--- src/rtl/cmd_frame_rx.sv ---
// cmd_frame_rx: receives framed serial codewords (start low, data_l bits LSB
// first, stop high) and presents each accepted word on data with an avl toggle.
module cmd_frame_rx #(
    parameter int data_l       = 14,
    parameter int clks_per_bit = 16
) (
    input  logic              clk,
    input  logic              rst,
    input  logic              rx,
    output logic [data_l-1:0] data,
    output logic              avl,
    output logic              busy,
    output logic [3:0]        frame_err
);

    localparam int CW = $clog2(clks_per_bit);
    localparam int IW = $clog2(data_l);

    localparam logic [CW-1:0] CNT_HALF = CW'(clks_per_bit / 2 - 1);
    localparam logic [CW-1:0] CNT_LAST = CW'(clks_per_bit - 1);
    localparam logic [IW-1:0] IDX_LAST = IW'(data_l - 1);

    typedef enum logic [2:0] {
        IDLE,
        START,
        DATA,
        STOP,
        BREAK
    } state_t;

    state_t            state, state_n;
    logic [CW-1:0]     cnt, cnt_n;
    logic [IW-1:0]     idx, idx_n;
    logic [data_l-1:0] sr, sr_n;
    logic [data_l-1:0] data_n;
    logic              avl_n;
    logic              busy_n;
    logic [3:0]        frame_err_n;
    logic [1:0]        sync_q;
    logic              rx_s;

    assign rx_s = sync_q[1];

    // Two-flop synchroniser for the asynchronous command line, idling high.
    always_ff @(posedge clk or negedge rst) begin
        if (!rst) begin
            sync_q <= 2'b11;
        end else begin
            sync_q <= {sync_q[0], rx};
        end
    end

    // Frame state machine: next state, counters, shift register and outputs.
    always_comb begin
        state_n     = state;
        cnt_n       = cnt;
        idx_n       = idx;
        sr_n        = sr;
        data_n      = data;
        avl_n       = avl;
        frame_err_n = frame_err;

        case (state)
            IDLE: begin
                cnt_n = '0;
                if (!rx_s) begin
                    state_n = START;
                end
            end
            START: begin
                if (cnt == CNT_HALF) begin
                    cnt_n = '0;
                    if (!rx_s) begin
                        idx_n   = '0;
                        state_n = DATA;
                    end else begin
                        state_n = IDLE;
                    end
                end else begin
                    cnt_n = cnt + 1'b1;
                end
            end
            DATA: begin
                if (cnt == CNT_LAST) begin
                    cnt_n = '0;
                    sr_n  = {rx_s, sr[data_l-1:1]};
                    if (idx == IDX_LAST) begin
                        state_n = STOP;
                    end else begin
                        idx_n = idx + 1'b1;
                    end
                end else begin
                    cnt_n = cnt + 1'b1;
                end
            end
            STOP: begin
                if (cnt == CNT_LAST) begin
                    cnt_n = '0;
                    if (rx_s) begin
                        data_n      = sr;
                        avl_n       = ~avl;
                        frame_err_n = 4'd0;
                        state_n     = IDLE;
                    end else begin
                        if (frame_err != 4'd15) begin
                            frame_err_n = frame_err + 4'd1;
                        end
                        state_n = BREAK;
                    end
                end else begin
                    cnt_n = cnt + 1'b1;
                end
            end
            BREAK: begin
                cnt_n = '0;
                if (rx_s) begin
                    state_n = IDLE;
                end
            end
            default: begin
                state_n = IDLE;
                cnt_n   = '0;
            end
        endcase

        busy_n = (state == START) || (state == DATA) || (state == STOP);
    end

    // State and datapath registers; reset aborts any frame in progress.
    always_ff @(posedge clk or negedge rst) begin
        if (!rst) begin
            state     <= IDLE;
            cnt       <= '0;
            idx       <= '0;
            sr        <= '0;
            data      <= '0;
            avl       <= 1'b0;
            busy      <= 1'b0;
            frame_err <= 4'd0;
        end else begin
            state     <= state_n;
            cnt       <= cnt_n;
            idx       <= idx_n;
            sr        <= sr_n;
            data      <= data_n;
            avl       <= avl_n;
            busy      <= busy_n;
            frame_err <= frame_err_n;
        end
    end

endmodule

--- config.mk ---
export PLATFORM = sky130hd
export DESIGN_NAME = cmd_frame_rx
export DESIGN_NICKNAME = d
export VERILOG_FILES = /design/src/rtl/cmd_frame_rx.sv
export SDC_FILE = /design/constraint.sdc
export NUM_CORES = 1
export LEC_CHECK = 0
export CELL_PAD_IN_SITES_DETAIL_PLACEMENT = 0
export CELL_PAD_IN_SITES_GLOBAL_PLACEMENT = 1
export CORE_UTILIZATION = 35
export DETAILED_ROUTE_END_ITERATION = 6
export PLACE_DENSITY_LB_ADDON = 0.1
export SYNTH_ARGS = -nofsm -noshare
export SYNTH_HDL_FRONTEND = slang
export SYNTH_SLANG_ARGS = --single-unit
export TNS_END_PERCENT = 30
--- constraint.sdc ---
create_clock -name clk -period 2.6 [get_ports clk]
set_clock_uncertainty 0.15 [all_clocks]
set_input_delay 0.39 -clock clk [delete_from_list [all_inputs] [get_ports clk]]
set_output_delay 0.39 -clock clk [all_outputs]
set_load 0.005 [all_outputs]
==> results of run 1 <==
-- path summary, 6_finish.rpt --
check	startpoint	to	slack, ns	depth (start not counted)
worst max-delay path	state[2]	idx[1]	0.64	4
worst min-delay path	sync_q[0]	sync_q[1]	0.21	0
worst max register to register	state[2]	idx[1]	0.64	4
worst min register to register	sync_q[0]	sync_q[1]	0.21	0
max in group asynchronous	rst	sync_q[1]	1.18	3
min in group asynchronous	rst	cnt[0]	0.47	2
-- final cells by class --
| class | instances | area [um^2] |
|---|---|---|
| clock inverters | 1 | 7.51 |
| repair buffers | 27 | 255 |
| inverters | 3 | 11.3 |
| multi-input cells | 91 | 806 |
| clock buffers | 7 | 96.3 |
| flip-flops and latches | 47 | 1180 |
| well taps | 72 | 90.1 |
| fillers | 515 | 3100 |
-- report_power, final --
group	leakage, nW	internal, mW	total [mW]	switching [mW]
Combinational	0.477	0.109	0.215	0.106
Sequential	0.639	0.784	0.845	0.0603
Clock	0.0505	0.242	0.483	0.241
-- synthesized netlist by cell type, drive strengths merged (2+ instances only) --
library cell | number | share of area
nor3 | 2 | 0.0049
inv | 3 | 0.0055
dfrtp | 45 | 0.55
mux2 | 30 | 0.18
a21oi | 8 | 0.020
nand4 | 2 | 0.0092
o2bb2ai | 2 | 0.0086
o22ai | 2 | 0.0062
nand3 | 2 | 0.0049
nor2 | 11 | 0.020
buf | 5 | 0.021
xnor2 | 3 | 0.013
nor2b | 5 | 0.015
nand2 | 3 | 0.0092
and2 | 2 | 0.0062
nor4b | 2 | 0.0086
ha | 4 | 0.025
dfstp | 2 | 0.026
-- cells in the final DEF (no fill, tap or decap), types with 2 or more instances in the layout --
cell / instances
nor2b_1: 5
xnor2_1: 3
nor4b_1: 2
dfstp_2: 2
nor2_1: 11
buf_4: 4
mux2_2: 21
inv_1: 3
clkdlybuf4s50_1: 21
dfrtp_1: 45
ha_1: 4
o2bb2ai_1: 2
a21oi_1: 8
mux2_4: 9
and2_1: 2
nand2_1: 2
o22ai_1: 2
clkbuf_8: 7
nand3_1: 2
-- state kept, by name, indices dropped and copies added (netlist names) --
name / cells
sr: 14
busy: 1
idx: 4
sync_q: 2
data: 14
frame_err: 4
avl: 1
state: 3
cnt: 4
-- kinds of logic after synthesis --
group                      after synthesis  synth area share
buffers and inverters                    8            0.0265
muxes                                   31             0.188
adders and majority gates                4            0.0246
DFF                                     47             0.580
xor gates and xnor gates                 4            0.0172
AOI/OAI and AO/OA                       18            0.0615
and+or+nand+nor                         34             0.103
-- what timing repair did --
action | CTS | global route
setup endpoints to repair | 0 | 0
hold buffers | 1 | 0
setup buffers | 0 | 0
hold endpoints to repair | 25 | 0
-- critical path, cell delays in order (launching register included) --
cell and delay [ns]:
dfrtp_1 0.50, or3b_2 0.57, a31oi_2 0.21, o21ai_2 0.12, mux2_2 0.29
-- layer usage --
layer | share of wire | up-vias | GRT usage
met5 | 0 | - | 0
met4 | 0.013 | 0 | 0.0500
met3 | 0.040 | 5 | 0.0384
met2 | 0.47 | 22 | 0.199
met1 | 0.48 | 607 | 0.160
li1 | - | 570 | -
-- through the flow --
stage / power [mW] / setup slack (ns)
after floorplan: 1.01 / 0.598
after global placement: 1.07 / 0.660
after detailed placement: 1.07 / 0.660
after CTS: 1.57 / 0.639
after global routing: 1.63 / 0.517
final: 1.54 / 0.645
==> results by group, run 1 <==
Run status
  • Outcome: finished, final reports clean

Floorplanning
  • Starting density of the core: 0.367
  • Ports: 23
  • Row count: 27
  • Die H: 78.2 um
  • Die X: 78.2 um
  • Core area: 0.00554 mm^2
  • Die ar.: 0.00612 mm^2

Setup path
  • Crit Path Max Fanout: 9
  • Worst EP arrival: 1.99 ns
  • Crit Path Category: register to register
  • Critical Path Sink Type: register
  • Required @ worst endpoint: 2.63 ns
  • Worst setup SP type: register

Global routing
  • GRT Resource Usage Total: 0.126
  • Antenna violations before repair: 0
  • First-pass GRT wire length: 5.93 mm
  • Largest net degree at the start of global routing: 28
  • Vias in the first global route: 1244
  • Overflow after GRT: 0

Routing
  • Post-DR wirelength/cell: 13.9 um
  • Via/cell ratio: 4.85
  • DR DRC count: 0
  • DR iter-0 viols: 83
  • Post-Route WL: 3.45 mm
  • Final ANT Viol Nets: 0
  • 1st-pass router iterations: 4
  • Vias: 1204

STA
  • Max Clk Rate: 0.511 GHz
  • Slew headroom: 0.612
  • Fin. Hold Viols: 0
  • Worst-margin pin slew: 0.582 ns
  • Setup TNS: 0 ns
  • Period minus WS final: 1.96 ns
  • RSZ-0062 raised after global routing: false
  • Max Slew Vio Count: 0
  • Final setup fails: 0
  • Final hold slack: 0.209 ns
  • Crit share post-route: 0.752

Clock network
  • CTS tree: done
  • CTS sink cnt: 47
  • Clock Tree Buf Depth: 2
  • Root buffer cell: clkbuf_8
  • Cts repair resizes: 0
  • Htree depth: 2
  • Clk_lat worst skew: 0.29 ns
  • CTS buffer count: 5
  • Worst-path clk slew: 0.08 ns

Layout
  • Non-Filler Instances: 248
  • Synth-to-Final Area Change: 20.2%
  • Finished Cell Area: 0.00244 mm^2
  • Antenna Cells: 0
  • Final Core Density: 0.441
  • Layout cells sized above 1: 0.295
  • Post-layout net count: 182

Synthesis
  • Sequential fraction of the synthesis area: 0.580
  • Cell variety after synth: 36
  • Syn_area_per_cell: 13.9 um^2
  • Yosys warns: 0
  • Post-synthesis cell count: 146
  • Number of flops mapped to enable cells by yosys: 0
  • Ys async rst share: 1.00
  • Most used DFF post-synth: dfrtp_1
  • Mapped Area: 0.00203 mm^2
  • Synth Register Bits: 47
  • Mapped Nets: 153

Place
  • IO buf count: 22
  • Placer Congestion: 0.751
  • Post-DP HPWL: 2.39 mm
  • Placed insts: 239
  • Area post-placement: 0.00233 mm^2

Power and ir drop
  • Peak supply drop: 0.318 mV
  • P per Cell Area: 631 mW/mm^2
  • Leak pwr: 1.17 nW

Hold path
  • Min-delay worst type: register to register

Run
  • Max_cap viols: 0
No activity file was read; power rests on OpenSTA's default activity.
==> run 2, diff against run 1 <==
Clock period 2.6 ns to 1.8 ns, I/O delays scaled along.
==> results by group, run 2 (synthesis results as in run 1) <==
Global routing
  • GRT Resource Usage Total: 0.124
  • Antenna violations before repair: 0
  • First-pass GRT wire length: 5.89 mm
  • Overflow after GRT: 0
  • Vias in the first global route: 1271
  • Largest net degree at the start of global routing: 32

Hold path
  • Hold endpoint: sync_q[1]
  • Min-delay worst type: register to register
  • Hold depth: 0
  • Hold path start: sync_q[0]

STA
  • Worst-margin pin slew: 0.417 ns
  • Final setup fails: 0
  • Crit share post-route: 0.987
  • Max Slew Vio Count: 0
  • Slew headroom: 0.718
  • Fin. Hold Viols: 0
  • RSZ-0062 raised after global routing: true
  • Max Clk Rate: 0.563 GHz
  • Period minus WS final: 1.78 ns

Clock network
  • Clk_lat worst skew: 0.30 ns
  • CTS tree: done
  • CTS buffer count: 5
  • CTS sink cnt: 47
  • Htree depth: 2
  • Clock Tree Buf Depth: 2
  • Worst-path clk slew: 0.09 ns
  • Root buffer cell: clkbuf_8

Power and ir drop
  • Leak pwr: 1.22 nW
  • P per Cell Area: 903 mW/mm^2
  • Tot Pwr: 2.31 mW
  • Peak supply drop: 0.465 mV

Setup path
  • Crit Path Category: register to register
  • Required @ worst endpoint: 1.83 ns
  • Critical Path Sink Type: register
  • R2r startpoint: cnt[0]
  • Flop2flop setup slack: 0.02 ns
  • Crit Path Max Fanout: 15
  • Worst setup SP type: register
  • Worst reg2reg path depth: 5
  • Worst EP arrival: 1.81 ns
  • R2r endpoint: data[9]

Routing
  • Post-Route WL: 3.44 mm
  • Post-DR wirelength/cell: 13.4 um
  • Final ANT Viol Nets: 0
  • Via/cell ratio: 4.79
  • Vias: 1232
  • 1st-pass router iterations: 4
  • DR DRC count: 0
  • DR iter-0 viols: 38

Layout
  • Antenna Cells: 0
  • Post-layout net count: 191
  • Biggest registers after layout: data: 14 flops, sr: 14 flops
  • Layout cells sized above 1: 0.335
  • Most common cell after layout, fill and taps aside: dfrtp_1
  • Synth-to-Final Area Change: 26.0%
  • Fill count: 532
  • Final Core Density: 0.463
  • Most frequent cells in the layout: 44 x dfrtp_1, 21 x mux2_2, 21 x clkdlybuf4s50_1, 11 x nor2_1, 11 x buf_4

Floorplanning
  • Starting density of the core: 0.367
  • Core area: 0.00554 mm^2
  • Row count: 27
  • Die ar.: 0.00612 mm^2
  • Die H: 78.2 um
  • Die X: 78.2 um
  • Ports: 23

Place
  • IO buf count: 22
  • Placer Congestion: 0.702
  • Post-DP HPWL: 2.35 mm

Run status
  • Outcome: finished, final reports clean

Run
  • Max_cap viols: 0
[run 2: changes by cell type in the layout (fill, tap and decap cells not counted), sizes merged]
cell      before  now
buf            5   14
clkinv         0    1
clkinvlp       1    0
[run 2: layer usage]
metal / global-route usage / up-vias / share of wire
met3: 0.0360 / 7 / 0.036
li1: - / 597 / -
met5: 0 / - / 0
met1: 0.153 / 611 / 0.45
met2: 0.203 / 17 / 0.50
met4: 0.0500 / 0 / 0.016
[run 2: layout make-up]
cell class / count / area, um^2 / area share
clock buffers: 7 / 86.3 / 0.0337
clock inverters: 1 / 8.76 / 0.00342
inverters: 3 / 11.3 / 0.00439
multi-input cells: 91 / 838 / 0.327
flip-flops and latches: 47 / 1180 / 0.460
well taps: 72 / 90.1 / 0.0352
repair buffers: 36 / 348 / 0.136
[run 2: timing repair]
item	in CTS	in global routing
pin swaps	0	1
endpoints found under the hold margin	16	0
setup endpoints to repair	9	30
hold buffers	1	0
resized for setup	1	2
buffers inserted	0	1
[run 2: worst max path at each step]
stage,start,endpoint,slack [ns],cells past startpoint
floorplan,cnt[0],data[10],-0.1,6
finish,cnt[0],data[9],0.02,5
global placement,state[1],idx[0],-0.02,4
detailed placement,state[1],idx[1],-0.02,4
CTS,cnt[0],data[9],-0.007,5
global route,cnt[0],data[9],-0.08,5
[run 2: power by group]
part | switching, mW | leakage, nW | internal [mW]
clock network | 0.341 | 0.0484 | 0.315
registers | 0.0813 | 0.638 | 1.14
logic | 0.201 | 0.536 | 0.241
total | 0.623 | 1.22 | 1.69
[run 2: critical path, stage by stage, from the launching register on]
cell and delay [ns]:
dfrtp_1 0.41, ha_4 0.17, nand4_4 0.12, nor3b_4 0.25, nand2_4 0.20, mux2_4 0.35
[run 2: through the flow]
stage | setup slack (ns) | TNS (ns) | cell area [um^2] | instances | hold slack (ns)
3_5_place_dp | -0.0165 | -0.0327 | 2440 | 247 | 0.0858
6_report | 0.0236 | 0 | 2560 | 257 | 0.208
2_1_floorplan | -0.0960 | -0.927 | 2060 | 146 | -0.176
4_1_cts | -0.00655 | -0.0198 | 2540 | 256 | 0.210
5_1_grt | -0.0814 | -0.973 | 2560 | 257 | 0.210
3_3_place_gp | -0.0243 | -0.0485 | 2440 | 247 | 0.0827
==> RTL change 1, RTL diff (settings of run 2) <==
Re-encode `state_t` (5 states) as one-hot, 5 bits wide.
--- a/src/rtl/cmd_frame_rx.sv
+++ b/src/rtl/cmd_frame_rx.sv
@@ -22,8 +22,8 @@
 
-    typedef enum logic [2:0] {
-        IDLE,
-        START,
-        DATA,
-        STOP,
-        BREAK
+    typedef enum logic [4:0] {
+        IDLE  = 5'b00001,
+        START = 5'b00010,
+        DATA  = 5'b00100,
+        STOP  = 5'b01000,
+        BREAK = 5'b10000
     } state_t;
Formal check against the unedited RTL: same outputs for any inputs over 10 cycles, from zero or initial values and one cycle with rst low; not proved beyond that.
==> RTL change 1 against run 2 <==
Critical path type unchanged; total power up 21%; final area increased by 15%; highest routed layer unchanged; die area up 8.6%; sequential cell count grew 2; count of clock-buffer cells in the layout down 1; setup slack lost 210 ps; area after synthesis up 8.9%; wire length increased by 29%; combinational power grew 84%; the run now ends with negative setup slack left.
==> RTL change 1: results <==
{
  "grt_pass1_wl_mm": 7.583,
  "drive_above_1_share": 0.3839,
  "max_stage_delay_ps": 460,
  "post-place-ws_ps": -176.8,
  "switching_share": 0.2883,
  "layout_setup_ws_ps": -187.9,
  "failed_checks": "negative setup slack",
  "dr.first_iter.drc_count": 34,
  "cp_data_arrival_time_ps": 2010,
  "vias_per_cell": 4.997,
  "synth-seq-area-share": 0.5557,
  "antenna_cells": 0,
  "wl_per_cell_microns": 14.86,
  "outcome": "finished with violations",
  "grt_pass1_vias": 1606,
  "cp_max_fo": 3,
  "peakVddDrop_v": 0.0004984,
  "place_area_sq_mm": 0.002688,
  "tightest_slew_ps": 369.2,
  "fillers": 545,
  "p_leak_nw": 1.365,
  "dr.pass1.iters": 2,
  "internal-power_mw": 1.994,
  "hpwl_mm": 2.992,
  "ys_top_cells_by_area": "dfrtp_1, mux2_2, dfstp_2",
  "finalSetupTns_ps": -741.7,
  "fin_nets": 230,
  "grt_max_degree": 50,
  "syn_nets": 178,
  "setup_viol": 17,
  "place_congestion": 0.7782,
  "synthCells": 171,
  "slowest_stage": "or4_4",
  "powerClk_uw": 782,
  "ys_top_cells_by_count": "dfrtp_1, mux2_2, nand3_1"
}
## RTL change 1: kinds of logic after synthesis
logic type / count (synthesis) / synth area share
AND/OR/NAND/NOR: 49 / 0.1436
flip-flops: 49 / 0.5557
adder cells (fa/ha/maj): 4 / 0.02261
multiplexers: 32 / 0.1622
XOR/XNOR: 4 / 0.01583
AO/OA/AOI/OAI: 23 / 0.07859
buffers and inverters: 10 / 0.02147
## RTL change 1: metal layers
metal | up-vias | routed length, microns | GRT usage
li1 | 721 | - | -
met1 | 754 | 2044 | 0.1950
met2 | 17 | 2250 | 0.2517
met3 | 2 | 125 | 0.03111
met4 | 0 | 23 | 0.05179
met5 | - | 0 | 0
## RTL change 1: worst reg2reg max path, cell delays in order (launching register included)
cell     delay (ps)
dfrtp_1         390
or3b_4          400
or4_4           460
and2_4          190
a211o_1         290
## RTL change 1: layout make-up
type / count / area share
repair buffers: 50 / 0.1552
multi-input cells: 113 / 0.3508
clock buffers: 6 / 0.02472
inverters: 4 / 0.005115
well taps: 75 / 0.03197
clock inverters: 2 / 0.01321
flip-flops and latches: 49 / 0.4190
## RTL change 1: timing repair
item	CTS	global route
gates cloned	1	0
resized for setup	13	5
hold buffers	1	0
setup endpoints to repair	36	40
pin swaps	3	2
buffers inserted	3	0
hold endpoints to repair	46	0
## RTL change 1: final timing paths
path                            depth (start not counted)  slack, ps         to      start
worst max-delay path                                    4       -190     idx[3]   state[2]
worst min-delay path                                    0        200  sync_q[1]  sync_q[0]
worst max register to register                          4       -190     idx[3]   state[2]
worst min register to register                          0        200  sync_q[1]  sync_q[0]
max in group asynchronous                               3        880  sync_q[0]        rst
min in group asynchronous                               3        330   state[3]        rst
==> RTL change 2, RTL diff (settings of run 2) <==
Without the edit above. Change the parameter `data_l` from 14 to 7.
--- a/src/rtl/cmd_frame_rx.sv
+++ b/src/rtl/cmd_frame_rx.sv
@@ -3,3 +3,3 @@
 module cmd_frame_rx #(
-    parameter int data_l       = 14,
+    parameter int data_l       = 7,
     parameter int clks_per_bit = 16
Interface: changed (resized data); port bits go from 23 to 16. The function was not compared with the original's and may differ.
==> RTL change 2 against run 2 <==
Total power grew 0.88%; wire length shrank 24%; count of clock-buffer cells in the layout is the same; final area shrank 28%; setup slack gained 39 ps; sequential cell count shrank 15; via count shrank 22%; first-iteration DRC count shrank 61%; worst hold slack lost 3.1 ps; area after synthesis shrank 26%; combinational power grew 65%; largest cell class unchanged; largest power group unchanged.
==> RTL change 2: results <==
{
  "path_clk_slew_ps": 60,
  "ys_top_cells_by_area": "dfrtp_1, mux2_4, mux2_2",
  "fin_nets": 153,
  "dr.first_iter.drc_count": 15,
  "drive_above_1_share": 0.2585,
  "avgSynthCellArea_sq_um": 12.32,
  "stdcell_count": 197,
  "place_congestion": 0.7169,
  "p_per_area_mw_per_mm2": 1269,
  "fillers": 378,
  "outcome": "completed",
  "grt_pass1_vias": 909,
  "syn_nets": 129,
  "grt_max_degree": 33,
  "grt_usage": 0.1337,
  "grt_pass1_wl_mm": 4.271,
  "ys_top_cells_by_count": "dfrtp_1, mux2_2, nand2_1",
  "synth-seq-area-share": 0.5346,
  "place_area_sq_mm": 0.001724,
  "dp_cells": 189,
  "reg.largest.list": "data (7), sr (7)",
  "cp_data_arrival_time_ps": 1750,
  "cp_max_fo": 8,
  "wl_per_cell_microns": 13.24,
  "tightest_slew_ps": 458.3,
  "hpwl_mm": 1.791
}
RTL change 2: path summary, 6_finish.rpt:
kind,from,to,slack (ps),depth (start not counted)
max,cnt[0],data[5],60,5
min,sync_q[0],sync_q[1],210,0
max reg2reg,cnt[0],data[5],60,5
min reg2reg,sync_q[0],sync_q[1],210,0
max in group asynchronous,rst,sync_q[1],940,2
min in group asynchronous,rst,idx[0],230,2
RTL change 2: logic make-up (layout without fill, tap and decap cells):
family,after synthesis,count (layout),synth area share
muxes,15,15,0.1299
xor gates and xnor gates,5,5,0.02915
DFF,32,32,0.5346
adders and majority gates,4,4,0.03331
and+or+nand+nor,32,32,0.1224
AOI/OAI and AO/OA,23,23,0.1041
buffers and inverters,11,36,0.04663
RTL change 2: report_power, final:
group / switching [mW] / total, mW / internal (mW)
clock network: 0.249 / 0.559 / 0.310
logic: 0.318 / 0.729 / 0.412
registers: 0.164 / 1.05 / 0.883
RTL change 2: final cells by class:
class                   count  share of cell area
flip-flops and latches     32              0.4374
multi-input cells          79              0.3531
repair buffers             23              0.1143
clock buffers               7             0.04694
well taps                  50             0.03401
inverters                   5             0.01020
clock inverters             1            0.004082
RTL change 2: through the flow:
| step | setup TNS, ps | power, mW |
|---|---|---|
| after detailed placement | -2.389 | 1.747 |
| after global placement | 0 | 1.730 |
| after CTS | 0 | 2.324 |
| final | 0 | 2.335 |
| after floorplan | 0 | 1.500 |
| after global routing | -32.82 | 2.526 |
RTL change 2: per-layer routing:
layer  track usage  up-vias  routed length (microns)
li1              -      475                        -
met1        0.1860      468                     1342
met2        0.1795       15                     1115
met3       0.05068        7                       97
met4       0.06383        0                       52
met5             0        -                        0
RTL change 2: timing repair:
item,4_1_cts,5_1_grt
resized for setup,1,4
pin swaps,0,0
endpoints found under the setup margin,8,20
